`src/rtl/safe_pkg.sv`:
```
// Shared types for the safe keypad controller and its display stage.
package safe_pkg;

    localparam logic [1:0] STATUS_LOCKED   = 2'b01;
    localparam logic [1:0] STATUS_UNLOCKED = 2'b10;

    typedef enum logic [1:0] {
        ST_LOCKED   = 2'b00,
        ST_CHECK    = 2'b01,
        ST_UNLOCKED = 2'b10,
        ST_LOCKOUT  = 2'b11
    } safe_state_t;

endpackage

```
`src/rtl/safe_lockout_timer.sv`:
```
// Loadable down-counter; expired_o is high while the count is zero.
module safe_lockout_timer #(
    parameter int W = 10
) (
    input  logic         clk,
    input  logic         rst_n,
    input  logic         load_i,
    input  logic [W-1:0] load_val_i,
    output logic         expired_o
);

    logic [W-1:0] count_q, count_d;

    always_comb begin
        count_d = count_q;
        if (load_i) begin
            count_d = load_val_i;
        end else if (count_q != '0) begin
            count_d = count_q - W'(1);
        end
    end

    always_ff @(posedge clk) begin
        if (!rst_n) begin
            count_q <= '0;
        end else begin
            count_q <= count_d;
        end
    end

    assign expired_o = (count_q == '0);

endmodule

```
`src/rtl/safe_lock_ctrl.sv`:
```
// Keypad-entry safe controller with attempt counting and timed lockout.
// Define SAFE_CODE_CHANGE_EN to allow changing the code while unlocked.
module safe_lock_ctrl
    import safe_pkg::*;
#(
    parameter int NUM_DIGITS     = 4,
    parameter int DIGIT_W        = 4,
    parameter int MAX_ATTEMPTS   = 3,
    parameter int LOCKOUT_CYCLES = 1000,
    parameter logic [NUM_DIGITS*DIGIT_W-1:0] DEFAULT_CODE = 16'h1234
) (
    input  logic                              clk,
    input  logic                              rst_n,
    input  logic [DIGIT_W-1:0]                digit_in,
    input  logic                              digit_valid,
    input  logic                              enter,
    input  logic                              lock_req,
    output logic [1:0]                        status,
    output logic                              lockout,
    output logic [$clog2(NUM_DIGITS+1)-1:0]   digit_cnt
);

    localparam int BW = NUM_DIGITS * DIGIT_W;
    localparam int CW = $clog2(NUM_DIGITS + 1);
    localparam int AW = $clog2(MAX_ATTEMPTS + 1);
    localparam int TW = $clog2(LOCKOUT_CYCLES + 1);

    safe_state_t   state_q, state_d;
    logic [BW-1:0] buf_q, buf_d;
    logic [CW-1:0] cnt_q, cnt_d;
    logic [AW-1:0] att_q, att_d;
    logic [AW-1:0] att_inc;
    logic [1:0]    status_q;
    logic          lockout_q;
    logic [BW-1:0] code;
    logic [BW-1:0] shifted;
    logic          full;
    logic          match;
    logic          tmr_load;
    logic          tmr_expired;

`ifdef SAFE_CODE_CHANGE_EN
    logic [BW-1:0] code_q, code_d;
    assign code = code_q;
`else
    assign code = DEFAULT_CODE;
`endif

    assign full    = (cnt_q == CW'(NUM_DIGITS));
    assign match   = full && (buf_q == code);
    assign shifted = {buf_q[BW-DIGIT_W-1:0], digit_in};
    assign att_inc = att_q + AW'(1);

    always_comb begin
        state_d  = state_q;
        buf_d    = buf_q;
        cnt_d    = cnt_q;
        att_d    = att_q;
        tmr_load = 1'b0;
`ifdef SAFE_CODE_CHANGE_EN
        code_d   = code_q;
`endif
        unique case (state_q)
            ST_LOCKED: begin
                if (enter) begin
                    state_d = ST_CHECK;
                end else if (digit_valid && !full) begin
                    buf_d = shifted;
                    cnt_d = cnt_q + CW'(1);
                end
            end
            ST_CHECK: begin
                buf_d = '0;
                cnt_d = '0;
                if (match) begin
                    state_d = ST_UNLOCKED;
                    att_d   = '0;
                end else if (att_inc == AW'(MAX_ATTEMPTS)) begin
                    state_d  = ST_LOCKOUT;
                    att_d    = att_inc;
                    tmr_load = 1'b1;
                end else begin
                    state_d = ST_LOCKED;
                    att_d   = att_inc;
                end
            end
            ST_UNLOCKED: begin
                if (lock_req) begin
                    state_d = ST_LOCKED;
                    buf_d   = '0;
                    cnt_d   = '0;
`ifdef SAFE_CODE_CHANGE_EN
                end else if (enter) begin
                    if (full) begin
                        code_d = buf_q;
                    end
                    buf_d = '0;
                    cnt_d = '0;
                end else if (digit_valid && !full) begin
                    buf_d = shifted;
                    cnt_d = cnt_q + CW'(1);
`endif
                end
            end
            ST_LOCKOUT: begin
                if (tmr_expired) begin
                    state_d = ST_LOCKED;
                    att_d   = '0;
                end
            end
        endcase
    end

    always_ff @(posedge clk) begin
        if (!rst_n) begin
            state_q   <= ST_LOCKED;
            buf_q     <= '0;
            cnt_q     <= '0;
            att_q     <= '0;
            status_q  <= STATUS_LOCKED;
            lockout_q <= 1'b0;
        end else begin
            state_q   <= state_d;
            buf_q     <= buf_d;
            cnt_q     <= cnt_d;
            att_q     <= att_d;
            status_q  <= (state_q == ST_UNLOCKED) ? STATUS_UNLOCKED
                                                  : STATUS_LOCKED;
            lockout_q <= (state_q == ST_LOCKOUT);
        end
    end

`ifdef SAFE_CODE_CHANGE_EN
    always_ff @(posedge clk) begin
        if (!rst_n) begin
            code_q <= DEFAULT_CODE;
        end else begin
            code_q <= code_d;
        end
    end
`endif

    safe_lockout_timer #(
        .W(TW)
    ) u_timer (
        .clk       (clk),
        .rst_n     (rst_n),
        .load_i    (tmr_load),
        .load_val_i(TW'(LOCKOUT_CYCLES - 1)),
        .expired_o (tmr_expired)
    );

    assign status    = status_q;
    assign lockout   = lockout_q;
    assign digit_cnt = cnt_q;

endmodule

```
`config.mk`:
```
export PLATFORM = sky130hd
export DESIGN_NAME = safe_lock_ctrl
export DESIGN_NICKNAME = d
export VERILOG_FILES = /design/src/rtl/safe_pkg.sv /design/src/rtl/safe_lockout_timer.sv /design/src/rtl/safe_lock_ctrl.sv
export SDC_FILE = /design/constraint.sdc
export NUM_CORES = 1
export LEC_CHECK = 0
export BUFFER_PORTS_ARGS = -buffer_cell sky130_fd_sc_hd__buf_4
export CAP_MARGIN = 5
export CORE_MARGIN = 8
export CORE_UTILIZATION = 55
export CTS_BUF_LIST = sky130_fd_sc_hd__clkbuf_4 sky130_fd_sc_hd__clkbuf_8
export CTS_CLUSTER_DIAMETER = 50
export CTS_CLUSTER_SIZE = 24
export DETAILED_ROUTE_END_ITERATION = 16
export GPL_ROUTABILITY_DRIVEN = 0
export PLACE_DENSITY_LB_ADDON = 0.05
export SYNTH_ARGS = -nofsm -noshare
export SYNTH_HDL_FRONTEND = slang
export SYNTH_SLANG_ARGS = --single-unit
```
`constraint.sdc`:
```
create_clock -name clk -period 2 [get_ports clk]
set_input_delay 0.2 -clock clk [delete_from_list [all_inputs] [get_ports clk]]
set_output_delay 0.2 -clock clk [all_outputs]
set_load 0.01 [all_outputs]
```
==> reports/summary.txt, run 1 <==
final net count -> 241
buffers from clock root to sink, at most -> 2
num ports -> 15
final period utilization -> 93.1%
n_diodes -> 0
WP data required -> 2230 ps
Max Clock Skew -> 7.75 ps
Leakage Power -> 0.785 nW
r2r endpoint -> state_q[0]
Syn Inst Count -> 205
Peak supply drop -> 0.576 mV
Final min period -> 1860 ps
post-DR wirelength/cell -> 14.8 um
Slowest Stage Delay on Critical Path -> 410 ps
final non-filler cell total -> 270
Fill cells -> 293
drt via density -> 5.77
Rows -> 21
CTS tree -> built
DP Worst Slack -> 127 ps
synthesized area -> 0.00181 mm^2
final design utilization -> 63.7%
WP buf/inv -> 1
area of the core -> 0.00326 mm^2
1st-iter DRT viols -> 85
fin area -> 0.00208 mm^2
yosys warns -> 0
crit path max fanout -> 6
hold_buf cts -> 0
DP Cell Count -> 262
crit path DAT -> 2090 ps
critical hold path startpoint -> digit_in[2]
Die Area -> 0.00538 mm^2
Multi-input gate area -> 0.00100 mm^2
worst r2r src -> u_timer.count_q[0]
Critical Path End Type -> register
clk slew on worst S/H paths -> 110 ps
via count -> 1557
max cap viols -> 0
Clock Latency Late Sink -> 340 ps
Top Family by Delay on Critical Path -> compound AO/OA/AOI/OAI gates
Fmax -> 0.537 GHz
CTS Buf Count -> 5
root cell of the clock tree -> clkbuf_4
most frequent cells in the layout -> 35 x dfxtp_1, 27 x a21oi_1, 23 x buf_4
GRT Util Overall -> 15.6%
Fin Setup TNS -> 0 ps
RSZ-0062 raised after global routing -> no
post-CTS sizing -> 0
PortBufs -> 14
Initial Util -> 55.5%
chip height -> 73.4 um
initial antenna violation count -> 0
placed cell area -> 0.00199 mm^2
H-Tree Depth -> 2
final setup vio count -> 0
max-slew violation count -> 0
power density over the cells -> 1140 mW/mm^2
sequential fraction of the synthesis area -> 39.8%
status -> complete, no violations
Tightest Pin Transition -> 528 ps
die width -> 73.4 um
commonest non-fill, non-tap cell in the layout -> dfxtp_1
Final WS setup -> 139 ps
slowest CP cell -> nor4b_4
#FFs+latches synth -> 36
Sequential Area -> 722 um^2
Hold Vio Cnt, Final -> 0
postcts setup bufs -> 0
first-pass GRT wire length -> 6620 um
Netlist cell types -> 42
WL final -> 4000 um
Syn Area/Cell -> 8.83 um^2
Worst Hold End -> buf_q[2]
FF-to-FF path depth -> 6
hold path depth -> 3
slew margin rel. -> 64.5%
HP Class -> in -> reg
Synth-to-Final Area Change -> 14.7%
largest net degree at the start of global routing -> 27
Sinks on Clock Net -> 36
DP HPWL -> 2740 um
Cell Chain, Critical Path -> inv_1 > ha_1 > nor4b_4 > nand3_4 > a211o_1 > o221a_1
Mapped Nets -> 223
share of cells above drive strength 1 -> 17.0%
vias in the first global route -> 1450
type of origin of the critical path -> register
DR pass1 iterations -> 4
setup slack, reg-to-reg -> 140 ps
remaining antenna violation count after routing -> 0
DRC violations left -> 0
Crit Path Category -> reg -> reg
GRT overflow -> 0
## area by class of cell
| cell class | instances | share of cell area, % |
|---|---|---|
| Clock buffer | 6 | 2.17 |
| Clock inverter | 2 | 1.69 |
| Inverter | 11 | 1.99 |
| Multi-Input combinational cell | 146 | 48.3 |
| Sequential cell | 36 | 34.8 |
| Tap cell | 46 | 2.77 |
| Timing Repair Buffer | 23 | 8.32 |
## per-stage QoR
stage	hold slack, ps	total power, mW
final	129	2.37
after global routing	124	2.54
after CTS	111	2.39
after detailed placement	462	1.86
after global placement	454	1.81
after floorplan	369	1.64
## sequential cells by signal, summed over array words and instances (netlist names)
signal           count
att_q                2
buf_q               16
digit_cnt            3
lockout              1
state_q              2
status               2
u_timer.count_q     10
## synthesized netlist by cell type, drive strengths merged
cell,instances,area (um^2)
a21boi,1,7.51
or4,2,15.0
o21a,2,15.0
and2b,1,7.51
nand2,13,48.8
nor4b,4,50.1
o32ai,1,8.76
or3,3,18.8
nand3,3,27.5
a211o,1,8.76
o211a,1,10.0
xnor2,1,8.76
inv,11,41.3
a21oi,27,135
nor4bb,1,10.0
clkbuf,12,45.0
a31oi,4,25.0
and3,1,6.26
mux2i,2,20.0
nand2b,2,12.5
dfxtp,36,721
o21bai,1,7.51
o21ai,21,105
ha,9,113
and2,2,12.5
o22ai,1,6.26
o211ai,1,7.51
nor4,1,6.26
nor3,4,25.0
nor2,6,22.5
nor2b,5,31.3
o31ai,1,7.51
o221a,1,11.3
or2,1,6.26
o2bb2ai,1,8.76
a2111oi,1,15.0
nand4b,19,166
a221oi,1,15.0
## layer usage
metal / GRT usage, % / wire length (um) / up-vias
li1: - / - / 790
met1: 17.7 / 1750 / 732
met2: 26.0 / 1980 / 27
met3: 4.91 / 186 / 8
met4: 7.32 / 87 / 0
met5: 0 / 0 / -
## worst max-delay path by stage
stage                        end               start  depth (start not counted)  slack (ps)
global route          state_q[0]  u_timer.count_q[0]                          6          30
finish                state_q[0]  u_timer.count_q[0]                          6         140
detailed placement  digit_cnt[2]          state_q[0]                          6         130
global placement    digit_cnt[2]          state_q[0]                          6         200
CTS                 digit_cnt[2]          state_q[0]                          6         100
floorplan           digit_cnt[0]        digit_cnt[0]                          7         190
## worst min-delay path: cells and delay by family
family | cells | cell delay, ps
buffers and inverters | 1 | 110
AND/OR/NAND/NOR | 1 | 70
AO/OA/AOI/OAI | 1 | 60
## power by group
part,total [mW],internal [mW],switching (mW)
Clock,0.514,0.276,0.239
Combinational,0.901,0.410,0.491
Sequential,0.957,0.831,0.126
Total,2.37,1.52,0.856
## logic make-up (layout without fill, tap and decap cells)
logic type	after synthesis	after routing	share of synthesized area (%)
buffers and inverters	23	42	4.77
and+or+nand+nor	68	68	25.8
adders and majority gates	9	9	6.22
xor gates and xnor gates	1	1	0.484
AOI/OAI and AO/OA	66	66	21.8
muxes	2	2	1.11
DFF	36	36	39.8
Power figures use the tool's default switching activity.
==> inputs of run 2 (changes only) <==
--- a/config.mk
+++ b/config.mk
@@ -14,7 +14,7 @@
 export CTS_CLUSTER_SIZE = 24
 export DETAILED_ROUTE_END_ITERATION = 16
 export GPL_ROUTABILITY_DRIVEN = 0
-export PLACE_DENSITY_LB_ADDON = 0.05
+export PLACE_DENSITY = 0.75
 export SYNTH_ARGS = -nofsm -noshare
 export SYNTH_HDL_FRONTEND = slang
 export SYNTH_SLANG_ARGS = --single-unit
==> run 2 against run 1 <==
Against the previous run: critical path depth did not move; combinational power barely moved; hold slack got worse by 5.3 ps; sequential share of layout area rose by 0.20 points; routed wire length down 2.8%; global-route usage hardly changed; cell area is 0.24% lower; setup slack lost 18 ps; utilization decreased by 0.15 points.
==> reports/summary.txt, run 2 (synthesized netlist as in run 1, its figures left out) <==
n_diodes -> 0
Crit Path Category -> reg -> reg
postcts setup bufs -> 0
Fin Setup TNS -> 0 ps
internal power -> 1.52 mW
Die Area -> 0.00538 mm^2
Leakage Power -> 0.780 nW
WP data required -> 2270 ps
Clock Latency Late Sink -> 340 ps
sw frac -> 35.9%
Peak supply drop -> 0.648 mV
slew margin rel. -> 66.4%
Net Sw Power -> 851 uW
max cap viols -> 0
clk slew on worst S/H paths -> 100 ps
slowest CP cell -> or4_1
initial antenna violation count -> 0
WL final -> 3890 um
most frequent cells in the layout -> 35 x dfxtp_1, 27 x a21oi_1, 22 x buf_4
1st-iter DRT viols -> 132
Fill cells -> 287
final period utilization -> 94.0%
area of the core -> 0.00326 mm^2
Rows -> 21
CTS Buf Count -> 5
Initial Util -> 55.5%
DP HPWL -> 2670 um
type of origin of the critical path -> register
GRT overflow -> 0
status -> complete, no violations
DR pass1 iterations -> 4
clock power share -> 21.5%
Tot Pwr -> 2.37 mW
remaining antenna violation count after routing -> 0
root cell of the clock tree -> clkbuf_4
Final min period -> 1880 ps
post-DR wirelength/cell -> 14.5 um
largest net degree at the start of global routing -> 27
drt via density -> 5.84
Largest register FFs -> 16
Sinks on Clock Net -> 36
Slowest Stage Delay on Critical Path -> 470 ps
power density over the cells -> 1140 mW/mm^2
die width -> 73.4 um
via count -> 1570
PortBufs -> 14
post-CTS sizing -> 0
share of cells above drive strength 1 -> 16.6%
Hold Vio Cnt, Final -> 0
buffers from clock root to sink, at most -> 2
vias in the first global route -> 1456
crit path max fanout -> 5
num ports -> 15
H-Tree Depth -> 2
crit path DAT -> 2150 ps
hold_buf cts -> 0
part of the power in registers -> 40.4%
GRT Util Overall -> 15.6%
Critical Path End Type -> register
DRC violations left -> 0
CTS tree -> built
final setup vio count -> 0
first-pass GRT wire length -> 6640 um
final design utilization -> 63.6%
RSZ-0062 raised after global routing -> no
Synth-to-Final Area Change -> 14.5%
Logic pwr share -> 38.1%
Max Clock Skew -> 10.6 ps
chip height -> 73.4 um
Cell Chain, Critical Path -> inv_1 > ha_1 > and2b_1 > or2_2 > or4_1 > a21oi_1
Biggest register -> buf_q
Fmax -> 0.532 GHz
max-slew violation count -> 0
commonest non-fill, non-tap cell in the layout -> dfxtp_1
final net count -> 240
Tightest Pin Transition -> 501 ps
HP Class -> in -> reg
## run 2: cell count changes in the layout (fill, tap and decap cells not counted)
cell     before  now
buf_4        23   22
dfxtp_2       1    0
dfxtp_4       0    1
## run 2: cell type report
class	instances	area (um^2)	share of cell area (%)
Timing Repair Buffer	22	165	7.98
Inverter	11	41.3	1.99
Sequential cell	36	724	35.0
Tap cell	46	57.6	2.78
Clock inverter	2	35.0	1.69
Clock buffer	6	45.0	2.18
Multi-Input combinational cell	146	1000	48.4
## run 2: routing by layer
| layer | track usage, % | vias to the layer above | share of wire [%] |
|---|---|---|---|
| met5 | 0 | - | 0 |
| met4 | 5.32 | 0 | 1.2 |
| met3 | 5.18 | 5 | 5.7 |
| met2 | 26.2 | 46 | 49 |
| met1 | 18.1 | 730 | 44 |
| li1 | - | 789 | - |
## run 2: worst paths after layout
path | from | depth (start not counted) | endpoint | slack, ps
worst max-delay path | state_q[0] | 6 | digit_cnt[2] | 120
worst min-delay path | rst_n | 2 | status[0] | 120
worst max register to register | state_q[0] | 6 | digit_cnt[2] | 120
worst min register to register | buf_q[12] | 2 | buf_q[12] | 480
## run 2: through the flow
step / instances / setup WS [ps] / hold WS [ps] / instance area [um^2]
after floorplan: 205 / 187 / 369 / 1810
after global placement: 261 / 170 / 455 / 1990
after detailed placement: 261 / 71.5 / 465 / 1990
after CTS: 269 / 34.6 / 114 / 2070
after global routing: 269 / 20.0 / 118 / 2070
final: 269 / 120 / 124 / 2070
## run 2: power groups by stage
stage	Combinational, mW	Clock [mW]	Sequential, mW
finish	0.901	0.510	0.957
global route	1.00	0.550	0.973
CTS	0.895	0.522	0.952
detailed placement	0.891	0	0.969
global placement	0.845	0	0.959
floorplan	0.699	0	0.944
## run 2: critical path: cells and delay by family (launching register included)
family | cells | cell delay, ps
AND/OR/NAND/NOR | 3 | 1020
AO/OA/AOI/OAI | 1 | 150
adder cells (fa/ha/maj) | 1 | 200
buffers and inverters | 1 | 60
flip-flops | 1 | 380
